## src/rtl/ps2_pkg.sv

```systemverilog
// Shared constants, FSM state type and small helpers for the PS2 pad poll controller.
package ps2_pkg;

  localparam logic [7:0] PS2_CMD_START = 8'h01;
  localparam logic [7:0] PS2_CMD_POLL  = 8'h42;
  localparam logic [7:0] PS2_HDR_ACK   = 8'h5A;
  localparam logic [7:0] PS2_ID_DIG    = 8'h41;
  localparam logic [7:0] PS2_ID_ANA    = 8'h73;
  localparam logic [7:0] PS2_ID_ANA2   = 8'h79;
  localparam int         PS2_NBYTES    = 9;

  typedef enum logic [2:0] {
    ST_IDLE,
    ST_SETUP,
    ST_XFER,
    ST_GAP,
    ST_HOLD,
    ST_DONE
  } ps2_state_t;

  // Command bytes that do not depend on the rumble configuration
  function automatic logic [7:0] ps2_tx_base(input logic [3:0] idx);
    case (idx)
      4'd0:    return PS2_CMD_START;
      4'd1:    return PS2_CMD_POLL;
      default: return 8'h00;
    endcase
  endfunction

  function automatic logic ps2_hdr_ok(input logic [7:0] id, input logic [7:0] ack);
    return (ack == PS2_HDR_ACK) &&
           ((id == PS2_ID_DIG) || (id == PS2_ID_ANA) || (id == PS2_ID_ANA2));
  endfunction

endpackage

```

## src/rtl/ps2_pad_poll_ctrl_if.sv

```systemverilog
// Host-side (MMIO register file) signals of the PS2 pad poll controller.
// Motor inputs exist only when PS2_RUMBLE_EN is defined.
interface ps2_pad_poll_ctrl_if;
  logic        en;
  logic        req;
  logic        busy;
  logic [7:0]  pad_id;
  logic [15:0] pad_btn;
  logic [7:0]  pad_rx;
  logic [7:0]  pad_ry;
  logic [7:0]  pad_lx;
  logic [7:0]  pad_ly;
  logic        pad_valid;
  logic        pad_err;
`ifdef PS2_RUMBLE_EN
  logic        motor_sm;
  logic [7:0]  motor_lg;
`endif

  modport master (
    output en, req,
`ifdef PS2_RUMBLE_EN
    output motor_sm, motor_lg,
`endif
    input  busy, pad_id, pad_btn, pad_rx, pad_ry, pad_lx, pad_ly, pad_valid, pad_err
  );

  modport slave (
    input  en, req,
`ifdef PS2_RUMBLE_EN
    input  motor_sm, motor_lg,
`endif
    output busy, pad_id, pad_btn, pad_rx, pad_ry, pad_lx, pad_ly, pad_valid, pad_err
  );

endinterface

```

## src/rtl/ps2_spi_byte.sv

```systemverilog
// Bit-level shifter for one pad byte: 8 spi_clk pulses, LSB first, 16*SCLK_HALF cycles.
module ps2_spi_byte #(
  parameter int SCLK_HALF = 150
) (
  input  logic       clk,
  input  logic       rst,
  input  logic       start,
  input  logic [7:0] tx,
  output logic       done,
  output logic [7:0] rx,
  output logic       spi_clk,
  output logic       spi_mosi,
  input  logic       spi_miso
);

  localparam int HW = $clog2(SCLK_HALF + 1);

  logic          active;
  logic [HW-1:0] hcnt;
  logic [2:0]    bit_idx;
  logic [7:0]    tx_sh;
  logic [7:0]    rx_sh;
  logic          half_end;

  assign half_end = (hcnt == '0);
  // done marks the last cycle of the final high half, so the caller can chain without a spare cycle
  assign done     = active && spi_clk && half_end && (bit_idx == 3'd7);
  assign rx       = rx_sh;

  always_ff @(posedge clk or posedge rst) begin
    if (rst) begin
      active   <= 1'b0;
      hcnt     <= '0;
      bit_idx  <= 3'd0;
      tx_sh    <= 8'h00;
      rx_sh    <= 8'h00;
      spi_clk  <= 1'b1;
      spi_mosi <= 1'b1;
    end else if (!active) begin
      if (start) begin
        active   <= 1'b1;
        hcnt     <= HW'(SCLK_HALF - 1);
        bit_idx  <= 3'd0;
        tx_sh    <= tx;
        spi_clk  <= 1'b0;
        spi_mosi <= tx[0];
      end
    end else if (!half_end) begin
      hcnt <= hcnt - 1'b1;
    end else begin
      hcnt <= HW'(SCLK_HALF - 1);
      if (!spi_clk) begin
        spi_clk <= 1'b1;
        rx_sh   <= {spi_miso, rx_sh[7:1]};
      end else if (bit_idx == 3'd7) begin
        active   <= 1'b0;
        spi_mosi <= 1'b1;
      end else begin
        spi_clk  <= 1'b0;
        bit_idx  <= bit_idx + 3'd1;
        spi_mosi <= tx_sh[bit_idx + 3'd1];
      end
    end
  end

endmodule

```

## src/rtl/ps2_pad_poll_ctrl.sv

```systemverilog
// PS2 gamepad poll sequencer: periodic/requested 9-byte exchanges, header check, atomic latch.
// Define PS2_RUMBLE_EN to send motor_sm/motor_lg in TX bytes 3 and 4.
module ps2_pad_poll_ctrl
  import ps2_pkg::*;
#(
  parameter int SCLK_HALF = 150,
  parameter int CS_SETUP  = 300,
  parameter int BYTE_GAP  = 600,
  parameter int POLL_CYC  = 500000
) (
  input  logic                 clk,
  input  logic                 rst,
  ps2_pad_poll_ctrl_if.slave   host,
  output logic                 spi_clk,
  output logic                 spi_cs,
  output logic                 spi_mosi,
  input  logic                 spi_miso
);

  localparam int CW = $clog2(((CS_SETUP > BYTE_GAP) ? CS_SETUP : BYTE_GAP) + 1);
  localparam int PW = $clog2(POLL_CYC + 1);

  ps2_state_t    state, state_nxt;
  logic [CW-1:0] cnt, cnt_nxt;
  logic [PW-1:0] poll_cnt;
  logic [3:0]    byte_idx;
  logic [63:0]   shreg;
  logic          pending, tick, start, launch, busy_nxt, hdr_ok;
  logic          byte_start, byte_done;
  logic [7:0]    byte_rx, tx_sel;

  assign tick     = host.en && (poll_cnt == '0);
  assign start    = tick | host.req;
  assign busy_nxt = (state_nxt != ST_IDLE) && (state_nxt != ST_DONE);
  assign hdr_ok   = ps2_hdr_ok(shreg[7:0], shreg[15:8]);

`ifdef PS2_RUMBLE_EN
  logic       motor_sm_q;
  logic [7:0] motor_lg_q;

  always_comb begin
    tx_sel = ps2_tx_base(byte_idx);
    if (byte_idx == 4'd3)      tx_sel = {7'b0, motor_sm_q};
    else if (byte_idx == 4'd4) tx_sel = motor_lg_q;
  end

  always_ff @(posedge clk or posedge rst) begin
    if (rst) begin
      motor_sm_q <= 1'b0;
      motor_lg_q <= 8'h00;
    end else if (launch) begin
      motor_sm_q <= host.motor_sm;
      motor_lg_q <= host.motor_lg;
    end
  end
`else
  assign tx_sel = ps2_tx_base(byte_idx);
`endif

  ps2_spi_byte #(.SCLK_HALF(SCLK_HALF)) u_byte (
    .clk      (clk),
    .rst      (rst),
    .start    (byte_start),
    .tx       (tx_sel),
    .done     (byte_done),
    .rx       (byte_rx),
    .spi_clk  (spi_clk),
    .spi_mosi (spi_mosi),
    .spi_miso (spi_miso)
  );

  always_ff @(posedge clk or posedge rst) begin
    if (rst) state <= ST_IDLE;
    else     state <= state_nxt;
  end

  // DONE may relaunch directly so a queued poll only drops busy for one cycle
  always_comb begin
    state_nxt  = state;
    cnt_nxt    = (cnt == '0) ? cnt : cnt - 1'b1;
    byte_start = 1'b0;
    launch     = 1'b0;
    case (state)
      ST_IDLE, ST_DONE: begin
        state_nxt = ST_IDLE;
        if (start || pending) begin
          launch    = 1'b1;
          state_nxt = ST_SETUP;
          cnt_nxt   = CW'(CS_SETUP - 1);
        end
      end
      ST_SETUP, ST_GAP: begin
        if (cnt == '0) begin
          byte_start = 1'b1;
          state_nxt  = ST_XFER;
        end
      end
      ST_XFER: begin
        if (byte_done) begin
          if (byte_idx == 4'(PS2_NBYTES - 1)) begin
            state_nxt = ST_HOLD;
            cnt_nxt   = CW'(CS_SETUP - 1);
          end else begin
            state_nxt = ST_GAP;
            cnt_nxt   = CW'(BYTE_GAP - 1);
          end
        end
      end
      ST_HOLD: begin
        if (cnt == '0) state_nxt = ST_DONE;
      end
      default: state_nxt = ST_IDLE;
    endcase
  end

  // Shadow shift register keeps bytes 1..8 (byte 1 at [7:0]); outputs copy it only on a good header
  always_ff @(posedge clk or posedge rst) begin
    if (rst) begin
      cnt            <= '0;
      poll_cnt       <= '0;
      byte_idx       <= 4'd0;
      shreg          <= 64'h0;
      pending        <= 1'b0;
      spi_cs         <= 1'b1;
      host.busy      <= 1'b0;
      host.pad_valid <= 1'b0;
      host.pad_err   <= 1'b0;
      host.pad_id    <= 8'h00;
      host.pad_btn   <= 16'hFFFF;
      host.pad_rx    <= 8'h00;
      host.pad_ry    <= 8'h00;
      host.pad_lx    <= 8'h00;
      host.pad_ly    <= 8'h00;
    end else begin
      cnt       <= cnt_nxt;
      host.busy <= busy_nxt;
      spi_cs    <= !busy_nxt;
      pending   <= launch ? 1'b0 : (pending | start);

      if (!host.en || (poll_cnt == '0)) poll_cnt <= PW'(POLL_CYC - 1);
      else                              poll_cnt <= poll_cnt - 1'b1;

      if (launch)         byte_idx <= 4'd0;
      else if (byte_done) byte_idx <= byte_idx + 4'd1;

      if (byte_done) shreg <= {byte_rx, shreg[63:8]};

      host.pad_valid <= 1'b0;
      host.pad_err   <= 1'b0;
      if (state == ST_DONE) begin
        if (hdr_ok) begin
          host.pad_valid <= 1'b1;
          host.pad_id    <= shreg[7:0];
          host.pad_btn   <= shreg[31:16];
          host.pad_rx    <= shreg[39:32];
          host.pad_ry    <= shreg[47:40];
          host.pad_lx    <= shreg[55:48];
          host.pad_ly    <= shreg[63:56];
        end else begin
          host.pad_err <= 1'b1;
        end
      end
    end
  end

endmodule

```

## src/flat_wrapper.sv

```systemverilog
// flat-port wrapper written by rule: the top's interface ports become plain ports
module ps2_pad_poll_ctrl_flat import ps2_pkg::*;
#(
  parameter int SCLK_HALF = 150,
  parameter int CS_SETUP  = 300,
  parameter int BYTE_GAP  = 600,
  parameter int POLL_CYC  = 500000
)
  (clk, rst, spi_clk, spi_cs, spi_mosi, spi_miso, host_en, host_req, host_busy, host_pad_id, host_pad_btn, host_pad_rx, host_pad_ry, host_pad_lx, host_pad_ly, host_pad_valid, host_pad_err);
  ps2_pad_poll_ctrl_if host_i ();
  input  logic clk;
  input  logic rst;
  output logic spi_clk;
  output logic spi_cs;
  output logic spi_mosi;
  input  logic spi_miso;
  input wire logic [$bits(host_i.en)-1:0] host_en;
  input wire logic [$bits(host_i.req)-1:0] host_req;
  output wire logic [$bits(host_i.busy)-1:0] host_busy;
  output wire logic [$bits(host_i.pad_id)-1:0] host_pad_id;
  output wire logic [$bits(host_i.pad_btn)-1:0] host_pad_btn;
  output wire logic [$bits(host_i.pad_rx)-1:0] host_pad_rx;
  output wire logic [$bits(host_i.pad_ry)-1:0] host_pad_ry;
  output wire logic [$bits(host_i.pad_lx)-1:0] host_pad_lx;
  output wire logic [$bits(host_i.pad_ly)-1:0] host_pad_ly;
  output wire logic [$bits(host_i.pad_valid)-1:0] host_pad_valid;
  output wire logic [$bits(host_i.pad_err)-1:0] host_pad_err;
  assign host_i.en = host_en;
  assign host_i.req = host_req;
  assign host_busy = host_i.busy;
  assign host_pad_id = host_i.pad_id;
  assign host_pad_btn = host_i.pad_btn;
  assign host_pad_rx = host_i.pad_rx;
  assign host_pad_ry = host_i.pad_ry;
  assign host_pad_lx = host_i.pad_lx;
  assign host_pad_ly = host_i.pad_ly;
  assign host_pad_valid = host_i.pad_valid;
  assign host_pad_err = host_i.pad_err;
  ps2_pad_poll_ctrl #(.SCLK_HALF(SCLK_HALF), .CS_SETUP(CS_SETUP), .BYTE_GAP(BYTE_GAP), .POLL_CYC(POLL_CYC)) u_core (.clk(clk), .rst(rst), .host(host_i), .spi_clk(spi_clk), .spi_cs(spi_cs), .spi_mosi(spi_mosi), .spi_miso(spi_miso));
endmodule
```

## config.mk

```make
export PLATFORM = sky130hd
export DESIGN_NAME = ps2_pad_poll_ctrl_flat
export DESIGN_NICKNAME = d
export VERILOG_FILES = /design/src/rtl/ps2_pkg.sv /design/src/rtl/ps2_pad_poll_ctrl_if.sv /design/src/rtl/ps2_spi_byte.sv /design/src/rtl/ps2_pad_poll_ctrl.sv /design/src/flat_wrapper.sv
export SDC_FILE = /design/constraint.sdc
export NUM_CORES = 1
export LEC_CHECK = 0
export ABC_AREA = 1
export BUFFER_PORTS_ARGS = -buffer_cell sky130_fd_sc_hd__buf_2
export CORE_ASPECT_RATIO = 0.7
export CORE_MARGIN = 2
export CORE_UTILIZATION = 54
export CTS_BUF_LIST = sky130_fd_sc_hd__clkbuf_16
export CTS_CLUSTER_SIZE = 16
export DETAILED_ROUTE_END_ITERATION = 12
export HOLD_SLACK_MARGIN = 0.02
export PLACE_DENSITY_LB_ADDON = 0.08
export SKIP_LAST_GASP = 1
export SYNTH_ARGS = -nofsm -noshare
export SYNTH_HDL_FRONTEND = slang
export SYNTH_SLANG_ARGS = --single-unit
```

## constraint.sdc

```tcl
create_clock -name clk -period 5.84 [get_ports clk]
set_input_delay 0.584 -clock clk [delete_from_list [all_inputs] [get_ports clk]]
set_output_delay 0.584 -clock clk [all_outputs]
set_load 0.05 [all_outputs]
```

=== Word level (Yosys, flattened, before mapping) ===
Cells that the tools add are included.

* Bits in writable memories: 0
* Bits in latches: 0
* Input bits: 5
* Bits in read-only memories: 0
* Bits in registers: 191
* Output and inout port bits: 62
* Memories: 0

* Shift operators: 0
* Add/subtract/negate cells: 5
* Reductions and logical operators: 28
* Div/mod/pow operators: 0
* Equality and inequality tests: 16
* Multipliers: 0
* Bitwise gates (word level): 4
* Order comparisons: 1
* Muxes and demuxes: 49

{| class="wikitable"
|+ Operators by type and width
! kind !! count
|-
| two-way mux 10 bit || 4
|-
| == test 8 x 7 -> 1 bit, second input constant || 4
|-
| two-way mux 3 bit || 9
|-
| two-way mux 1 bit || 26
|-
| two-way mux 8 bit || 3
|-
| case mux 10 bit (2 select lines) || 1
|-
| logical NOT 19 bit || 1
|-
| two-way mux 19 bit || 1
|-
| subtractor 19 x 1 -> 19 bit, second input constant || 1
|-
| case mux 7 bit (2 select lines) || 1
|-
| case mux 3 bit (4 select lines) || 1
|-
| logical NOT 10 bit || 1
|-
| subtractor 10 x 1 -> 10 bit, second input constant || 1
|-
| == test 3 bit, second input constant || 3
|-
| logical NOT 8 bit || 1
|-
| two-way mux 4 bit || 2
|-
| subtractor 8 x 1 -> 8 bit, second input constant || 1
|-
| == test 3 x 2 -> 1 bit, second input constant || 2
|-
| logical AND 1 bit || 6
|-
| AND reduction 2 bit || 3
|-
| AND reduction 3 bit || 2
|-
| adder 4 x 1 -> 4 bit, second input constant || 1
|-
| == test 4 x 1 -> 1 bit, second input constant || 1
|-
| == test 4 bit, second input constant || 1
|-
| other kinds (17) || 26
|}

=== Depth between registers and ports, before layout ===
Gate-level depths: netlist (run 1).

* Word-level depth: 9
* Gate-level depth with buffers: 12

=== Hierarchy ===
From an unflattened synthesis (run 1), not the netlist that was laid out.

* Cells, all modules: 928
* Area total of the unflattened synthesis: 8305.5 µm²

{| class="wikitable"
|+ By module, submodules not included
! module !! area an instance (µm²) !! sequential area each (µm²) !! cells an instance !! instances
|-
| ps2_pad_poll_ctrl || 6752.7 || 4050.1 || 761 || 1
|-
| ps2_spi_byte || 1552.7 || 753.2 || 167 || 1
|}

=== Least setup slack after synthesis (run 1) ===
OpenSTA, ideal clock, no wires.

* Path kind: register -> register
* From: reg u_core.u_byte.spi_clk
* To: reg u_core.shreg[54]
* Arrival: 1.555 ns
* Path buffers: 2
* Library setup time: 0.131 ns
* Cell stages (with the launch flop): 8
* Required time: 5.709 ns
* Slack: 4.154 ns
* Cell sequence: dfstp_2 inv_1 nor2_2 nand3_2 buf_2 buf_2 nand2_1 o21ai_0

* Longest elaborated chain between the ends: 3

{| class="wikitable"
|+ RTL lines
! element !! line !! text
|-
| start: declaration || ps2_spi_byte.sv:11 || <nowiki>output logic spi_clk,</nowiki>
|-
| start signal: assignment || ps2_spi_byte.sv:37 || <nowiki>spi_clk <= 1'b1;</nowiki>
|-
| start signal: assignment || ps2_spi_byte.sv:45 || <nowiki>spi_clk <= 1'b0;</nowiki>
|-
| start signal: assignment || ps2_spi_byte.sv:53 || <nowiki>spi_clk <= 1'b1;</nowiki>
|-
| logical AND 1 bit (3 in a row) || ps2_spi_byte.sv:27 || <nowiki>assign done = active && spi_clk && half_end && (bit_idx == 3'd7);</nowiki>
|-
| end signal: assignment || ps2_pad_poll_ctrl.sv:146 || <nowiki>if (byte_done) shreg <= {byte_rx, shreg[63:8]};</nowiki>
|-
| end: declaration || ps2_pad_poll_ctrl.sv:27 || <nowiki>logic [63:0] shreg;</nowiki>
|}

No other way between the ends.
A chain may end at the register's enable or synchronous reset.

=== Worst setup path after layout (run 1) ===
* From: reg u_core.shreg[3]
* To: reg u_core.host.pad_btn[15]

* Longest elaborated chain between the ends: 5
* Elaborated cells between the ends (all ways): 7
* Classes of those cells: eq/ne: 3; reduce/logical: 4

{| class="wikitable"
|+ RTL lines
! element !! line !! text
|-
| == test 8 x 7 -> 1 bit || ps2_pkg.sv:32 || <nowiki>((id == PS2_ID_DIG) || (id == PS2_ID_ANA) || (id == PS2_ID_ANA2));</nowiki>
|-
| logical OR 1 bit || ps2_pkg.sv:32 ||
|-
| logical OR 1 bit * || ps2_pkg.sv:32 ||
|-
| logical AND 1 bit * || ps2_pkg.sv:31 || <nowiki>return (ack == PS2_HDR_ACK) &&</nowiki>
|-
| AND reduction 2 bit (no source line) * || -- ||
|-
| end signal: assignment || ps2_pad_poll_ctrl.sv:154 || <nowiki>host.pad_btn <= shreg[31:16];</nowiki>
|-
| end: declaration || ps2_pad_poll_ctrl_if.sv:33 || <nowiki>output busy, pad_id, pad_btn, pad_rx, pad_ry, pad_lx, pad_ly, pad_valid, pad_err</nowiki>
|}

Every way passes the cells marked *; elsewhere a longest branch is shown, timed or not.

==> summary.md, run 1 <==
| Metric | Value |
|---|---|
| Final setup vio count | `0` |
| Clk slew on worst S/H paths | `0.07 ns` |
| CTS sink count | `185` |
| MaxCap Viol Count | `0` |
| WHS | `0.382 ns` |
| DRT Wirelength | `~16000 um` |
| Total GRT Usage | `22.0%` |
| IO Port Bufs | `66` |
| Synth unique cells | `34` |
| Synthesis Warnings | `0` |
| Core area | `between 10000 and 15000 sq um` |
| Final cycle utilization of the critical path | `45.2%` |
| Top post-synthesis cells by area | `dfrtp_1, nand2_1, inv_1, dfstp_2, o21ai_0` |
| Antenna-violating nets left | `0` |
| Layout area overhead | `12.9%` |
| Mux contribution to synthesized area | `less than 1%` |
| Xor/xnor share of the synthesized area | `approximately 1.2%` |
| Mapped Area | `7890 sq um` |
| Hold crit path type | `in -> async` |
| DR DRC count | `0` |
| Clk_lat worst skew | `0.43 ns` |
| Final Hold Vio Count | `0` |
| Largest net degree at the start of global routing | `125` |
| Post-DP HPWL | `10900 um` |
| # hold bufs at CTS | `0` |
| Initial Util | `55.9%` |
| Crit-path max FO | `between 100 and 150` |
| Max Clock Skew | `0.0131 ns` |
| RR Endpoint | `u_core.host.pad_btn[15]$_DFFE_PP1P_` |
| Reg2Reg Setup Slack | `between 3 and 4 ns` |
| Req. time, crit path | `between 6 and 7 ns` |
| Worst vdd ir | `between 0.00015 and 0.0002 V` |
| GP Congestion | `0.883` |
| Die ar. | `15600 sq um` |
| CP startpoint kind | `flip-flop` |
| Reg-to-Reg Start | `u_core.shreg[3]$_DFFE_PP0P_` |
| Nets | `960` |
| Drt initial violations | `374` |
| Post-placement cell area | `roughly 8300 sq um` |
| Die X | `around 150 um` |
| Area leader, netlist | `dfrtp_1` |
| Global-route wire length before repair | `27500 um` |
| CP Data Arrival Time | `2.95 ns` |
| Outcome | `finished clean` |
| Max H-tree Level | `4` |
| Initial antenna violation count | `0` |
| Crit end category | `flip-flop` |
| Sequential area share after synthesis | `59.0%` |
| Cts bufs inserted | `17` |
| R2R depth | `5` |
| Crit path from | `u_core.shreg[3]$_DFFE_PP0P_` |
| FMAX | `around 0.38 GHz` |
| Synth Area in Adders | `~1.4%` |
| Placement row count | `36` |
| Ports | `67` |
| Synth top area share | `a little over half` |
| Diodes inserted | `0` |
| GR Overflow Total | `0` |
| RSZ-0062 raised after global routing | `false` |
| CP Class | `reg -> reg` |
| TritonCTS clock tree | `yes` |
| Compound-gate portion of the synthesized area | `11.1%` |
| Root Driver | `clkbuf_16` |
| Slew headroom | `24.9%` |
| Fin Setup TNS | `0 ns` |
| Drt wl/cell | `approximately 14 um` |
| Simple-Gate Fraction of Synth Area | `about 18%` |
| Slew Limit Fails | `0` |
| Worst Tran Pin Value | `1.13 ns` |
| Leakage | `4.30 nW` |
| Setup bufs post-CTS | `0` |
| Final core occ | `between 60% and 70%` |
| Pwr dens | `270 nW/um^2` |
| Commonest non-fill, non-tap cells in the layout | `nand2_1, dfrtp_1, inv_1, o21ai_0, nor2_1` |
| Largest family of logic cells by synthesized area | `simple AND/OR/NAND/NOR gates` |
| Final Critical Period | `2.64 ns` |
| End of the critical path | `u_core.host.pad_btn[15]$_DFFE_PP1P_` |
| Mean Syn Cell Area | `8.90 sq um` |
| Die height | `between 100 and 150 um` |
| Via density | `5.11` |
| Largest buffer count on any clock path | `2` |
| Share of layout cells above drive strength 1 | `14.4%` |
| Number of global-route vias before repair | `just under 6k` |
| Via total after detailed routing | `between 5k and 6k` |
| Gate Count Post-Synth | `approximately 900` |
| Router iterations before antenna repair | `5` |
| Most common cell after layout, fill and taps aside | `nand2_1` |
| Post-cts repair resize count | `0` |
| #FFs+latches synth | `approximately 190` |
| Design area | `8900 sq um` |
| Net Count, Synth | `900` |
routing by layer:
metal | vias to the layer above | track usage (%) | share of wire (%)
met3 | 19 | 4.93 | 4.5
met4 | 0 | 5.99 | 0.99
li1 | 2928 | - | -
met1 | 2799 | 31.7 | 49
met2 | 126 | 34.1 | 46
met5 | - | 0 | 0
sequential cells by signal (all words and copies together), names as in the netlist, 2 cells and up:
register               cells
u_core.u_byte.rx           8
u_core.state               3
u_core.byte_idx            4
u_core.host.pad_ry         8
u_core.poll_cnt           19
u_core.host.pad_id         8
u_core.u_byte.bit_idx      3
u_core.host.pad_ly         8
u_core.host.pad_btn       16
u_core.u_byte.tx_sh        2
u_core.u_byte.hcnt         8
u_core.shreg              64
u_core.host.pad_lx         8
u_core.cnt                10
u_core.host.pad_rx         8
final cells by class:
cell class	instances	area, sq um
Clock buffer	17	425
Clock inverter	15	133
Fill cell	1181	5200
Inverter	138	523
Multi-Input combinational cell	536	2580
Sequential cell	185	4650
Tap cell	190	238
Timing Repair Buffer	68	345
cell families after synthesis:
family / count (synthesis)
compound gates: 168
xor+xnor: 11
fa+ha+maj: 9
buf+inv: 165
flops: 185
mux: 4
simple gates: 344
synthesized netlist by cell type:
library cell,instances
o22ai_1,4
xnor2_1,2
a21oi_1,21
or2_2,3
nor2_2,4
nor2_1,70
o21ai_0,91
nand2_1,205
nor3b_1,1
dfrtp_1,166
nand2_2,1
nand4_2,1
nand3_2,2
o21ai_1,43
and3_1,1
dfstp_2,19
inv_1,138
nor3_1,9
o31ai_1,1
clkbuf_1,13
buf_4,1
o21a_1,2
ha_1,9
mux2_2,4
buf_2,8
o211ai_1,2
nand4_1,14
xor2_1,9
buf_6,4
nor4_4,1
clkbuf_2,1
a21boi_0,1
o21ai_2,3
nand3_1,32
worst max-delay path, cell delays in order (launching register included):
cell and delay (ns):
dfrtp_1 0.40, inv_1 0.10, a21oi_1 0.08, nor3_1 0.46
nand3_4 0.91, o21ai_0 0.53
worst min path at each step:
stage                                            from                           endpoint  slack [ns]  cells past startpoint
CTS                                          spi_miso    u_core.u_byte.rx[7]$_DFFE_PP0P_        0.37                      2
detailed placement  u_core.host.pad_id[7]$_DFFE_PP0P_  u_core.host.pad_id[7]$_DFFE_PP0P_        0.45                      2
floorplan                u_core.shreg[10]$_DFFE_PP0P_       u_core.shreg[10]$_DFFE_PP0P_        0.45                      2
global placement    u_core.host.pad_id[6]$_DFFE_PP0P_  u_core.host.pad_id[6]$_DFFE_PP0P_        0.44                      2
finish                                            rst  u_core.host.pad_id[5]$_DFFE_PP0P_        0.38                      2
global route                                 spi_miso    u_core.u_byte.rx[7]$_DFFE_PP0P_        0.37                      2
stage by stage:
stage	setup WS (ns)	power, mW	std cells
2_1_floorplan	0.259	1.33	886
3_3_place_gp	3.39	1.34	1117
3_5_place_dp	3.22	1.34	1117
4_1_cts	3.21	2.43	1149
5_1_grt	2.95	2.49	1149
6_report	3.20	2.41	1149
power by group:
| group | internal, mW | switching (mW) |
|---|---|---|
| logic | 0.00369 | 0.0289 |
| clock network | 0.563 | 0.528 |
| registers | 1.28 | 0.00159 |
Note: power is estimated with default switching activity, not from simulation.
==> inputs of run 2 (changes only) <==
==> constraint.sdc (replaced) <==
create_clock -name clk -period 2.6 [get_ports clk]
set_input_delay 0.26 -clock clk [delete_from_list [all_inputs] [get_ports clk]]
set_output_delay 0.26 -clock clk [all_outputs]
set_load 0.05 [all_outputs]
==> run 2 against run 1 <==
Effect of this change:
- sequential power grew 130%
- clock power rose by 150%
- setup slack worse by 2.7 ns
- worst hold slack got worse by 0.31 ns
==> summary.md, run 2 (synthesized netlist as in run 1, its figures left out) <==
| Metric | Value |
|---|---|
| Outcome | `finished clean` |
| RR Endpoint | `u_core.cnt[2]$_DFF_PP0_` |
| Core area | `14100 sq um (unchanged)` |
| Drt initial violations | `327 (-13%)` |
| DR DRC count | `0 (unchanged)` |
| R2R depth | `8 (+3)` |
| Hold wc startpoint | `spi_miso` |
| Diodes inserted | `0 (unchanged)` |
| Placement row count | `36 (unchanged)` |
| TritonCTS clock tree | `yes` |
| Antenna-violating nets left | `0 (unchanged)` |
| Clk_lat worst skew | `0.42 ns (about the same)` |
| Max reg flops | `64 (unchanged)` |
| WHS Path Cells | `2` |
| Crit end category | `flip-flop` |
| Largest net degree at the start of global routing | `119 (-4.8%)` |
| Top Registers | `u_core.shreg x64, u_core.poll_cnt x19, u_core.host.pad_btn x16` |
| Top Metal Used | `met4` |
| Via total after detailed routing | `5836 (-0.61%)` |
| Final setup vio count | `0 (unchanged)` |
| Crit-path max FO | `9 (-92%)` |
| Clk slew on worst S/H paths | `0.07 ns (about the same)` |
| Slew headroom | `65.6% (+41 points)` |
| DP Worst Slack | `0.530 ns (-2.69 ns)` |
| FMAX | `0.476 GHz (+26%)` |
| Commonest non-fill, non-tap cells in the layout | `nand2_1, dfrtp_1, inv_1, o21ai_0, nor2_1` |
| CP Data Arrival Time | `2.42 ns (-0.53 ns)` |
| Cts bufs inserted | `17 (unchanged)` |
| MaxCap Viol Count | `0 (unchanged)` |
| DRT Wirelength | `15700 um (-2.3%)` |
| Reg2Reg Setup Slack | `0.50 ns (-2.70 ns)` |
| Worst Tran Pin Value | `0.516 ns (-0.611 ns)` |
| Final Hold Vio Count | `0 (unchanged)` |
| Initial antenna violation count | `0 (unchanged)` |
| Slew Limit Fails | `0 (unchanged)` |
| Post-Place Cells | `1122 (+0.45%)` |
| Most common cell after layout, fill and taps aside | `nand2_1` |
| RSZ-0062 raised after global routing | `false` |
| End of the critical path | `u_core.cnt[2]$_DFF_PP0_` |
| Final core occ | `64.1% (+0.97 points)` |
| Nets | `966 (+0.63%)` |
| Final cycle utilization of the critical path | `80.7% (+35 points)` |
| GR Overflow Total | `0 (unchanged)` |
| Die ar. | `15600 sq um (unchanged)` |
| Hold crit path type | `in -> reg` |
| Die height | `105 um (unchanged)` |
| Ports | `67 (unchanged)` |
| Worst setup margin | `0.501 ns (-2.70 ns)` |
| Pwr dens | `627 nW/um^2 (+130%)` |
| Final Critical Period | `2.10 ns (-0.543 ns)` |
| Reg-to-Reg Start | `u_core.u_byte.hcnt[0]$_DFFE_PP0P_` |
| Metal3 WL | `702 um (-3.7%)` |
| CP Class | `reg -> reg` |
| Routed wl met2 | `6890 um (-6.0%)` |
| Die X | `148 um (unchanged)` |
| Total GRT Usage | `21.3% (-0.73 points)` |
| Req. time, crit path | `2.92 ns (-3.23 ns)` |
| IO Port Bufs | `66 (unchanged)` |
| Crit path from | `u_core.u_byte.hcnt[0]$_DFFE_PP0P_` |
| Max H-tree Level | `4 (unchanged)` |
| Layout area overhead | `14.6%` |
| GP Congestion | `0.864 (-2.2%)` |
| DRT met1 WL | `7930 um (+0.92%)` |
| CTS sink count | `185 (unchanged)` |
| Post-cts repair resize count | `0 (unchanged)` |
| Max Clock Skew | `0.00959 ns (-0.00354 ns)` |
| Number of global-route vias before repair | `5516 (-4.8%)` |
| Root Driver | `clkbuf_16` |
| Global-route wire length before repair | `26500 um (-3.7%)` |
| Via density | `5.05 (-1.1%)` |
| Fin cells | `1155 (+0.52%)` |
| Worst vdd ir | `0.000409 V (+120%)` |
| Leakage | `4.35 nW (+1.2%)` |
| Post-DP HPWL | `11000 um (+0.83%)` |
| Initial Util | `55.9% (unchanged)` |
| Largest buffer count on any clock path | `2 (unchanged)` |
| Biggest register | `u_core.shreg` |
| Router iterations before antenna repair | `5 (unchanged)` |
| Share of layout cells above drive strength 1 | `14.7% (+0.33 points)` |
| Drt wl/cell | `13.6 um (-2.8%)` |
| CP startpoint kind | `flip-flop` |
| Fin Setup TNS | `0 ns (unchanged)` |
run 2: cell types whose count changed in the layout (fill, tap and decap cells not counted), sizes merged:
| cell | before | now |
|---|---|---|
| dlygate4sd3 | 0 | 1 |
| clkinv | 7 | 4 |
| inv | 146 | 141 |
| buf | 68 | 73 |
| bufinv | 0 | 4 |
| clkinvlp | 0 | 4 |
run 2: stage by stage:
stage / hold WS [ns] / power, mW / instance area, sq um
after global routing: 0.0651 / 5.88 / 9040
after CTS: 0.0542 / 5.74 / 9040
after detailed placement: 0.313 / 3.02 / 8400
after global placement: 0.311 / 3.02 / 8400
final: 0.0702 / 5.67 / 9040
after floorplan: 0.411 / 2.99 / 7890
run 2: what timing repair did:
action,4_1_cts,5_1_grt
hold buffers,1,0
buffers inserted,0,0
endpoints found under the hold margin,18,0
run 2: how the worst min path moves through the flow:
stage	end	slack, ns
after global placement	u_core.host.pad_id[5]$_DFFE_PP0P_	0.31
after detailed placement	u_core.shreg[11]$_DFFE_PP0P_	0.31
after global routing	u_core.u_byte.rx[7]$_DFFE_PP0P_	0.07
after floorplan	u_core.u_byte.rx[7]$_DFFE_PP0P_	0.41
after CTS	u_core.u_byte.rx[7]$_DFFE_PP0P_	0.05
final	u_core.u_byte.rx[7]$_DFFE_PP0P_	0.07
run 2: layout make-up:
type	count	area, sq um
fill	1177	5060
multi-input combinational	536	2580
inverter	138	522
clock inverter	15	198
clock buffer	17	425
sequential	185	4650
timing repair buffer	74	418
tap	190	238
run 2: critical path, cell delays in order (launching register included):
cell	delay [ns]
dfrtp_1	0.38
inv_1	0.12
ha_1	0.25
nand2_1	0.07
nor2_1	0.27
nand4_2	0.32
inv_1	0.23
nand2_1	0.15
a21oi_1	0.21
run 2: metal layers:
metal	track usage (%)	up-vias
met1	32.2	2753
li1	-	2934
met3	3.71	16
met5	0	-
met4	6.80	0
met2	31.4	133
run 2: where the power goes:
part	internal [mW]	leakage (nW)	total [mW]	switching (mW)
Sequential	2.88	2.40	2.89	0.00336
Combinational	0.0132	1.65	0.0783	0.0651
Clock	1.61	0.297	2.70	1.09
Total	4.51	4.35	5.67	1.16
